File: src/rtl/lead_one_pkg.sv
// ---------------------------------------------------------------------------
// lead_one_pkg
//   Shared definitions for the 32-source leading-one scheduler.
//   - SRC_N / IDX_W : number of sources and width of a source index
//   - state_t       : scheduler FSM encoding (IDLE / OFFER / RETIRE)
//   - msb8()        : index of the highest set bit of a byte (0 if none)
// ---------------------------------------------------------------------------
package lead_one_pkg;

    localparam int SRC_N = 32;
    localparam int IDX_W = 5;

    typedef enum logic [1:0] {
        IDLE   = 2'd0,
        OFFER  = 2'd1,
        RETIRE = 2'd2
    } state_t;

    // Ascending scan, so the last (highest) set bit wins.
    function automatic logic [2:0] msb8(input logic [7:0] b);
        logic [2:0] r;
        r = 3'd0;
        for (int i = 0; i < 8; i++) begin
            if (b[i]) r = 3'(i);
        end
        return r;
    endfunction

endpackage

File: src/rtl/find_msb32.sv
// ---------------------------------------------------------------------------
// find_msb32
//   Purely combinational 32-bit leading-one search, bit 31 highest priority.
//   The word is split into four bytes: the top non-zero byte supplies
//   idx[4:3], the highest set bit inside that byte supplies idx[2:0].
//
//   Ports:
//     vec  in  32  vector to search
//     idx  out  5  index of the highest set bit (0 when vec == 0)
//     any  out  1  vec has at least one bit set
// ---------------------------------------------------------------------------
module find_msb32
    import lead_one_pkg::*;
(
    input  logic [SRC_N-1:0] vec,
    output logic [IDX_W-1:0] idx,
    output logic             any
);

    logic [3:0] byte_nz;
    logic [1:0] hi;
    logic [7:0] sel;

    assign byte_nz[0] = |vec[7:0];
    assign byte_nz[1] = |vec[15:8];
    assign byte_nz[2] = |vec[23:16];
    assign byte_nz[3] = |vec[31:24];

    always_comb begin
        hi = 2'd0;
        if (byte_nz[3])      hi = 2'd3;
        else if (byte_nz[2]) hi = 2'd2;
        else if (byte_nz[1]) hi = 2'd1;
    end

    always_comb begin
        sel = vec[7:0];
        case (hi)
            2'd3:    sel = vec[31:24];
            2'd2:    sel = vec[23:16];
            2'd1:    sel = vec[15:8];
            default: sel = vec[7:0];
        endcase
    end

    assign idx = {hi, msb8(sel)};
    assign any = |byte_nz;

endmodule

File: src/rtl/lead_one_sched32.sv
// ---------------------------------------------------------------------------
// lead_one_sched32
//   Registered 32-source request scheduler. Request pulses are latched into a
//   sticky pending vector; the highest eligible pending source is offered to
//   a single consumer over a valid/ready handshake.
//
//   Optional feature: define LEAD_ONE_SCHED_RR_EN for round-robin fairness
//   (after granting k, only sources below k are preferred until none remain).
//   Without it the scheduler is pure fixed priority and rr_mask is not built.
//
//   Ports:
//     clk        in   1   clock, all state on the rising edge
//     rst        in   1   synchronous active-high reset
//     req        in  32   request pulses, OR-ed into pending
//     enable     in  32   eligibility mask (ineligible bits stay pending)
//     flush      in   1   pending <= req, drop any offer, FSM to IDLE
//     out_valid  out  1   an index is offered
//     out_idx    out  5   offered index
//     out_ready  in   1   consumer accept
//     pending    out 32   pending register
//     busy       out  1   FSM is not IDLE
//
//   Handshake: a transfer happens on an edge where out_valid && out_ready
//   and flush is low. Once out_valid rises, out_idx stays frozen and
//   out_valid stays high until that transfer (or flush/rst); out_ready is
//   ignored while out_valid is low.
// ---------------------------------------------------------------------------
module lead_one_sched32
    import lead_one_pkg::*;
(
    input  logic             clk,
    input  logic             rst,
    input  logic [SRC_N-1:0] req,
    input  logic [SRC_N-1:0] enable,
    input  logic             flush,
    output logic             out_valid,
    output logic [IDX_W-1:0] out_idx,
    input  logic             out_ready,
    output logic [SRC_N-1:0] pending,
    output logic             busy
);

    state_t           state;
    state_t           state_nxt;
    logic [SRC_N-1:0] elig;
    logic [SRC_N-1:0] clr;
    logic [IDX_W-1:0] win_idx;
    logic             win_any;

`ifdef LEAD_ONE_SCHED_RR_EN
    logic [SRC_N-1:0] rr_mask;
    logic [SRC_N-1:0] elig_base;
    logic [SRC_N-1:0] elig_rr;

    assign elig_base = pending & enable;
    assign elig_rr   = elig_base & rr_mask;
    // Nothing left below the last grant: wrap around to the full set.
    assign elig      = (elig_rr != '0) ? elig_rr : elig_base;

    always_ff @(posedge clk) begin
        if (rst || flush) begin
            rr_mask <= '1;
        end else if (state == RETIRE) begin
            rr_mask <= (32'd1 << out_idx) - 32'd1;
        end
    end
`else
    assign elig = pending & enable;
`endif

    find_msb32 u_find (
        .vec (elig),
        .idx (win_idx),
        .any (win_any)
    );

    // One-hot clear of the accepted index, only while retiring.
    always_comb begin
        clr = '0;
        if (state == RETIRE) clr[out_idx] = 1'b1;
    end

    // State register
    always_ff @(posedge clk) begin
        if (rst) state <= IDLE;
        else     state <= state_nxt;
    end

    // Next-state logic; flush voids any same-cycle acceptance.
    always_comb begin
        state_nxt = state;
        if (flush) begin
            state_nxt = IDLE;
        end else begin
            case (state)
                IDLE:    if (win_any)   state_nxt = OFFER;
                OFFER:   if (out_ready) state_nxt = RETIRE;
                RETIRE:  state_nxt = IDLE;
                default: state_nxt = IDLE;
            endcase
        end
    end

    // Outputs decoded from the state register only.
    always_comb begin
        out_valid = (state == OFFER);
        busy      = (state != IDLE);
    end

    // Pending vector and offered index. Set beats clear, so a request for
    // the retiring index keeps it pending for re-arbitration.
    always_ff @(posedge clk) begin
        if (rst) begin
            pending <= '0;
            out_idx <= '0;
        end else begin
            if (flush) pending <= req;
            else       pending <= (pending & ~clr) | req;

            if (!flush && state == IDLE && win_any) out_idx <= win_idx;
        end
    end

endmodule

File: config.mk
export PLATFORM = sky130hd
export DESIGN_NAME = lead_one_sched32
export DESIGN_NICKNAME = d
export VERILOG_FILES = /design/src/rtl/lead_one_pkg.sv /design/src/rtl/find_msb32.sv /design/src/rtl/lead_one_sched32.sv
export SDC_FILE = /design/constraint.sdc
export NUM_CORES = 1
export LEC_CHECK = 0
export CORE_MARGIN = 5
export CORE_UTILIZATION = 35
export DETAILED_ROUTE_END_ITERATION = 7
export HOLD_SLACK_MARGIN = 0.12
export PLACE_DENSITY = 0.76
export SLEW_MARGIN = 10
export SYNTH_ARGS = -nofsm -noshare
export SYNTH_HDL_FRONTEND = slang
export SYNTH_SLANG_ARGS = --single-unit
File: constraint.sdc
create_clock -name clk -period 1.8 [get_ports clk]
set_clock_uncertainty 0.05 [all_clocks]
set_input_delay 0.36 -clock clk [delete_from_list [all_inputs] [get_ports clk]]
set_output_delay 0.36 -clock clk [all_outputs]
set_load 0.01 [all_outputs]
-- Yosys cells after proc, flatten, opt, wreduce, memory -nomap -nowiden
Index checks and enable logic that the tools add are counted.
- add/subtract/negate cells: 0
- multiply operators: 0
- div/mod/pow operators: 0
- order comparisons: 2
- equality and inequality tests: 7
- shift operators: 0
- multiplexer cells: 18
- bitwise gates (word level): 4
- reductions and logical operators: 12
- operators with widths (cell ; number):
    $and A32 B32 Y32 ; 2
    $mux W32 ; 2
    $not A32 Y32 ; 1
    $or A32 B32 Y32 ; 1
    $reduce_or A32 Y1 ; 1
    $pmux W8 S3 ; 1
    $reduce_or A8 Y1 ; 3
    $mux W2 ; 6
    $mux W3 ; 4
    $eq A2 B2 Y1 const B ; 3
    $lt A5 B6 Y1 const B ; 1
    $demux W1 S5 ; 1
    $ge A5 B1 Y1 const B ; 1
    $eq A2 B1 Y1 const B ; 2
    $pmux W2 S2 ; 1
    $logic_and A1 B1 Y1 ; 3
    $mux W1 ; 3
    $logic_not A2 Y1 ; 1
    $ne A2 B1 Y1 const B ; 1
    $ne A2 B2 Y1 const B ; 1
    $reduce_and A2 Y1 ; 1
    $reduce_bool A2 Y1 ; 1
    $reduce_or A2 Y1 ; 1
    $logic_not A1 Y1 ; 1
- bits in registers: 39
- latch bits: 0
- memory bits (writable): 0
- ROM bits: 0
- input bits: 68
- output and inout bits: 39
- logic and storage cells: 46
- memories kept: 0

-- Logic depth before layout (Yosys ltp)
- depth in word-level cells: 14
- gate-level depth with buffers: 9
- gate-level depth less buffers: 8

-- Hierarchy
From an unflattened synthesis, not the netlist that was laid out.
- cell total of the unflattened synthesis: 296
- area, all modules: 2648.8 um^2
- by module, submodules not included (module ; times used ; cells each ; area an instance (um^2) ; seq. area each (um^2)):
    lead_one_sched32 ; 1 ; 245 ; 2296.0 ; 780.7
    find_msb32 ; 1 ; 51 ; 352.8 ; 0.0

-- Least setup slack after synthesis
Ideal clock, no wire load.
- path kind: register to register
- from: reg pending[10]
- to: reg out_idx[0]
- data arrival time: 1818 ps
- path slack: -186 ps
- stages on the path, launching flop included: 10
- path buffers: 1
- path through: dfxtp_1 a22o_1 a211o_4 nor2_4 and3_1 buf_6 a32oi_1 a311oi_1 nor3_1 o221a_1
- cells in the longest elaborated chain, start to end: 14
- elaborated cells on any way between the ends: 18
- RTL lines (what ; RTL line ; RTL):
    from (decl) ; lead_one_sched32.sv:39 ; output logic [SRC_N-1:0] pending,
    from (signal assigned) ; lead_one_sched32.sv:117 ; if (flush) pending <= req;
    from (signal assigned) ; lead_one_sched32.sv:118 ; else pending <= (pending & ~clr) | req;
    $and A32 B32 Y32 (*) ; lead_one_sched32.sv:68 ; assign elig = pending & enable;
    $reduce_or A8 Y1 ; find_msb32.sv:25 ; assign byte_nz[1] = |vec[15:8];
    $mux W1 ; find_msb32.sv:33 ; else if (byte_nz[1]) hi = 2'd1;
    $mux W2 ; find_msb32.sv:32 ; else if (byte_nz[2]) hi = 2'd2;
    $mux W2 ; find_msb32.sv:31 ; if (byte_nz[3]) hi = 2'd3;
    $eq A2 B1 Y1 or $eq A2 B2 Y1 (tied branches) ; find_msb32.sv:38 ; case (hi)
    $pmux W8 S3 ; find_msb32.sv:38 ;
    $mux W1 ; lead_one_pkg.sv:24 ; if (b[i]) r = 3'(i);
    $mux W2 (2 in a row) ; lead_one_pkg.sv:24 ;
    $mux W3 (4 in a row) ; lead_one_pkg.sv:24 ;
    to (signal assigned) ; lead_one_sched32.sv:120 ; if (!flush && state == IDLE && win_any) out_idx <= win_idx;
    to (decl) ; lead_one_sched32.sv:37 ; output logic [IDX_W-1:0] out_idx,
Every way passes the cells marked *; elsewhere a longest branch is shown, timed or not.
A chain may end at the register's enable or synchronous reset.

-- Worst setup path in the final report
- from: in enable[8]
- to: reg out_idx[0]
- cells in the longest elaborated chain, start to end: 14
- elaborated cells on any way between the ends: 18
- RTL lines (what ; RTL line ; RTL):
    from (decl) ; lead_one_sched32.sv:34 ; input logic [SRC_N-1:0] enable,
    $and A32 B32 Y32 (*) ; lead_one_sched32.sv:68 ;
    $reduce_or A8 Y1 ; find_msb32.sv:25 ;
    $mux W1 ; find_msb32.sv:33 ;
    $mux W2 ; find_msb32.sv:32 ;
    $mux W2 ; find_msb32.sv:31 ;
    $eq A2 B1 Y1 or $eq A2 B2 Y1 (tied branches) ; find_msb32.sv:38 ;
    $pmux W8 S3 ; find_msb32.sv:38 ;
    $mux W1 ; lead_one_pkg.sv:24 ;
    $mux W2 (2 in a row) ; lead_one_pkg.sv:24 ;
    $mux W3 (4 in a row) ; lead_one_pkg.sv:24 ;
Marked as above.

==> impl_metrics.json <==
{
  "status": "finished with violations",
  "violations": "negative setup slack",
  "wl_per_cell_microns": 15.8,
  "synth_seq_cells": 39,
  "ys_warn_count": 0,
  "tightest_slew_ns": 0.466,
  "io_buffers": 106,
  "core_sq_mm": 0.00547,
  "n_fill_cell": 456,
  "drc": 0,
  "crit_chain": "clkdlybuf4s50_1 > a211o_4 > nor2_4 > nor3_4 > a221o_1 > a311oi_2 > nor3_1 > o221a_1",
  "powerDensity_mw_per_mm2": 597,
  "busiest_layer": "met2",
  "final_max_slew_viol_count": 0,
  "p_leak_nw": 1.71,
  "async_flop_share": 0,
  "fin_ws_ns": -0.332,
  "p_int_mw": 1.70,
  "synth.avg_cell_area_sq_um": 7.41,
  "diodes": 0,
  "final_layout_size_suffix_gt1_frac": 0.296,
  "clk_latency_ns": 0.29,
  "area_growth_pct": 104,
  "cts_tree": "yes",
  "cp-start-kind": "primary input",
  "synth_area_sq_mm": 0.00196,
  "path_class": "in2reg",
  "grtUsageTotal": 0.225,
  "hp-class": "reg2reg",
  "htree_num_levels": 2,
  "dr.pass1.iters": 4,
  "dp_worst_setup_slack_ns": -0.702,
  "critPathMaxStageDelay_ns": 0.43,
  "finalNetCount": 528,
  "fin_crit_ns": 2.13,
  "cts-root-buf": "clkbuf_8",
  "cts_buffer_depth": 2,
  "antenna_found_initial": 0,
  "grt_util_met1": 0.279,
  "use_met3": 0.0476,
  "place_congestion": 0.881,
  "setup_viol": 7,
  "routed_wl_microns": 8400,
  "die_area_sq_mm": 0.00721,
  "hold_viol": 0,
  "critPathMaxFanout": 3,
  "grt_pass1_wl_microns": 13300,
  "maxCapViolations": 0,
  "die_h_microns": 84.9,
  "p_clk_frac": 0.230,
  "final_common_cell": "buf_4",
  "rrSetupSlack_ns": -0.31,
  "tns_ns": -1.44,
  "hold_buffers": 0,
  "endpoint_kind": "flop",
  "layout_common_cells": "90 x buf_4, 89 x clkdlybuf4s50_1, 61 x nand2_1, 40 x nor2_1, 33 x dfxtp_1",
  "yosys.cell_types.count": 40,
  "rsz0062_at_grt": "yes",
  "path_delay_family": "compound AO/OA/AOI/OAI gates",
  "die_x_microns": 84.9,
  "pin_count": 107,
  "hpwl_microns": 6450,
  "grt_overflow": 0,
  "synth_area_leaders": "dfxtp_1 40%, nand2_1 12%, a31oi_1 11%",
  "grt_start_max_net_pins": 21,
  "detail-route-antenna-nets": 0,
  "hold_slack_ns": 0.485,
  "clkSinkCount": 39,
  "synth_top_area_cell": "dfxtp_1",
  "power_frac_comb": 0.358,
  "fmax_mhz": 469,
  "slowest_stage": "clkdlybuf4s50_1",
  "fp-row-count": 27,
  "syn_inst": 265,
  "via_count": 2701,
  "min_period_over_period": 1.18,
  "drt_iter0_drc": 140,
  "crit_required_ns": 1.93,
  "peakVddDrop_mv": 0.362,
  "vias_per_cell": 5.09,
  "start_util": 0.359,
  "synth_seq_area_share": 0.398,
  "clk_pin_slew_worst_paths_ns": 0.07,
  "synth_edf_count": 0,
  "cp.arrival_ns": 2.26,
  "seqPwrFrac": 0.412,
  "switchingPower_mw": 0.695,
  "worst_slew_margin_rel": 0.689,
  "netlist.area_leader.share": 0.398,
  "switching_share": 0.290,
  "grt_use_met2": 0.404,
  "grt_pass1_vias": 2796,
  "synth_ff_type": "dfxtp_1",
  "cts_made_buffers": 5,
  "path_buf_inv": 1,
  "syn_nets": 333
}
-- Yosys cell counts, types with 4 or more instances --
cell type / n
and3b_1: 4
and3_1: 5
dfxtp_1: 39
o21ai_0: 5
nor3b_1: 4
nand3_1: 7
nor3_1: 5
nand4_1: 5
nor2_1: 42
a31oi_1: 33
nand2_1: 65
clkbuf_1: 11
-- flip-flops by register name, indices dropped and copies added, names as in the netlist --
register	cells
pending	32
out_idx	5
state	2
-- worst reg2reg max path, stage by stage (launching register included) --
cell,delay [ns]
dfxtp_2,0.32
a22o_1,0.23
a211o_4,0.28
nor2_4,0.15
nor3_4,0.05
a221o_1,0.36
a311oi_2,0.27
nor3_1,0.08
o221a_1,0.21
-- per-stage QoR --
step / total power [mW] / util / cells / cell area [sq um]
global route: 2.51 / 0.731 / 531 / 4000
floorplan: 1.26 / - / 265 / 1980
finish: 2.39 / 0.731 / 531 / 4000
detailed placement: 1.74 / 0.663 / 504 / 3630
global placement: 1.73 / 0.663 / 504 / 3630
CTS: 2.35 / 0.711 / 530 / 3890
-- power by group through the flow --
| stage | Sequential (mW) | Combinational (mW) | Clock [mW] |
|---|---|---|---|
| finish | 0.986 | 0.855 | 0.550 |
| global route | 0.995 | 0.914 | 0.597 |
| CTS | 0.984 | 0.805 | 0.562 |
| detailed placement | 1.00 | 0.742 | 0 |
| global placement | 0.997 | 0.737 | 0 |
| floorplan | 1.02 | 0.247 | 0 |
-- worst paths after layout --
kind,from,endpoint,depth (start not counted)
setup / recovery,enable[8],out_idx[0],8
hold / removal,pending[5],pending[5],2
hold reg to reg,pending[5],pending[5],2
setup reg to reg,pending[10],out_idx[0],8
-- cell type report --
class / instances / area, sq um / area share
repair buffers: 202 / 1800 / 0.449
clock buffers: 6 / 72.6 / 0.0181
multi-input cells: 209 / 1240 / 0.311
flip-flops and latches: 39 / 788 / 0.197
well taps: 72 / 90.1 / 0.0225
inverters: 3 / 11.3 / 0.00281
-- what timing repair did --
| action | 4_1_cts | 5_1_grt |
|---|---|---|
| setup buffers | 20 | 2 |
| resized for setup | 34 | 25 |
| setup endpoints to repair | 10 | 8 |
| pin swaps | 21 | 20 |
-- layer usage --
layer	routed length, microns	share of wire	vias up
met5	0	0	-
met4	113	0.013	0
met3	577	0.069	12
met2	4220	0.50	99
met1	3500	0.42	1258
li1	-	-	1332
-- cell families (layout without fill, tap and decap cells) --
kind of cell,after synthesis,count (layout),share of synthesized area
simple gates,150,150,0.359
compound gates,59,59,0.206
flops,39,39,0.398
buf+inv,17,211,0.0370
(Power assumes the default switching activity.)
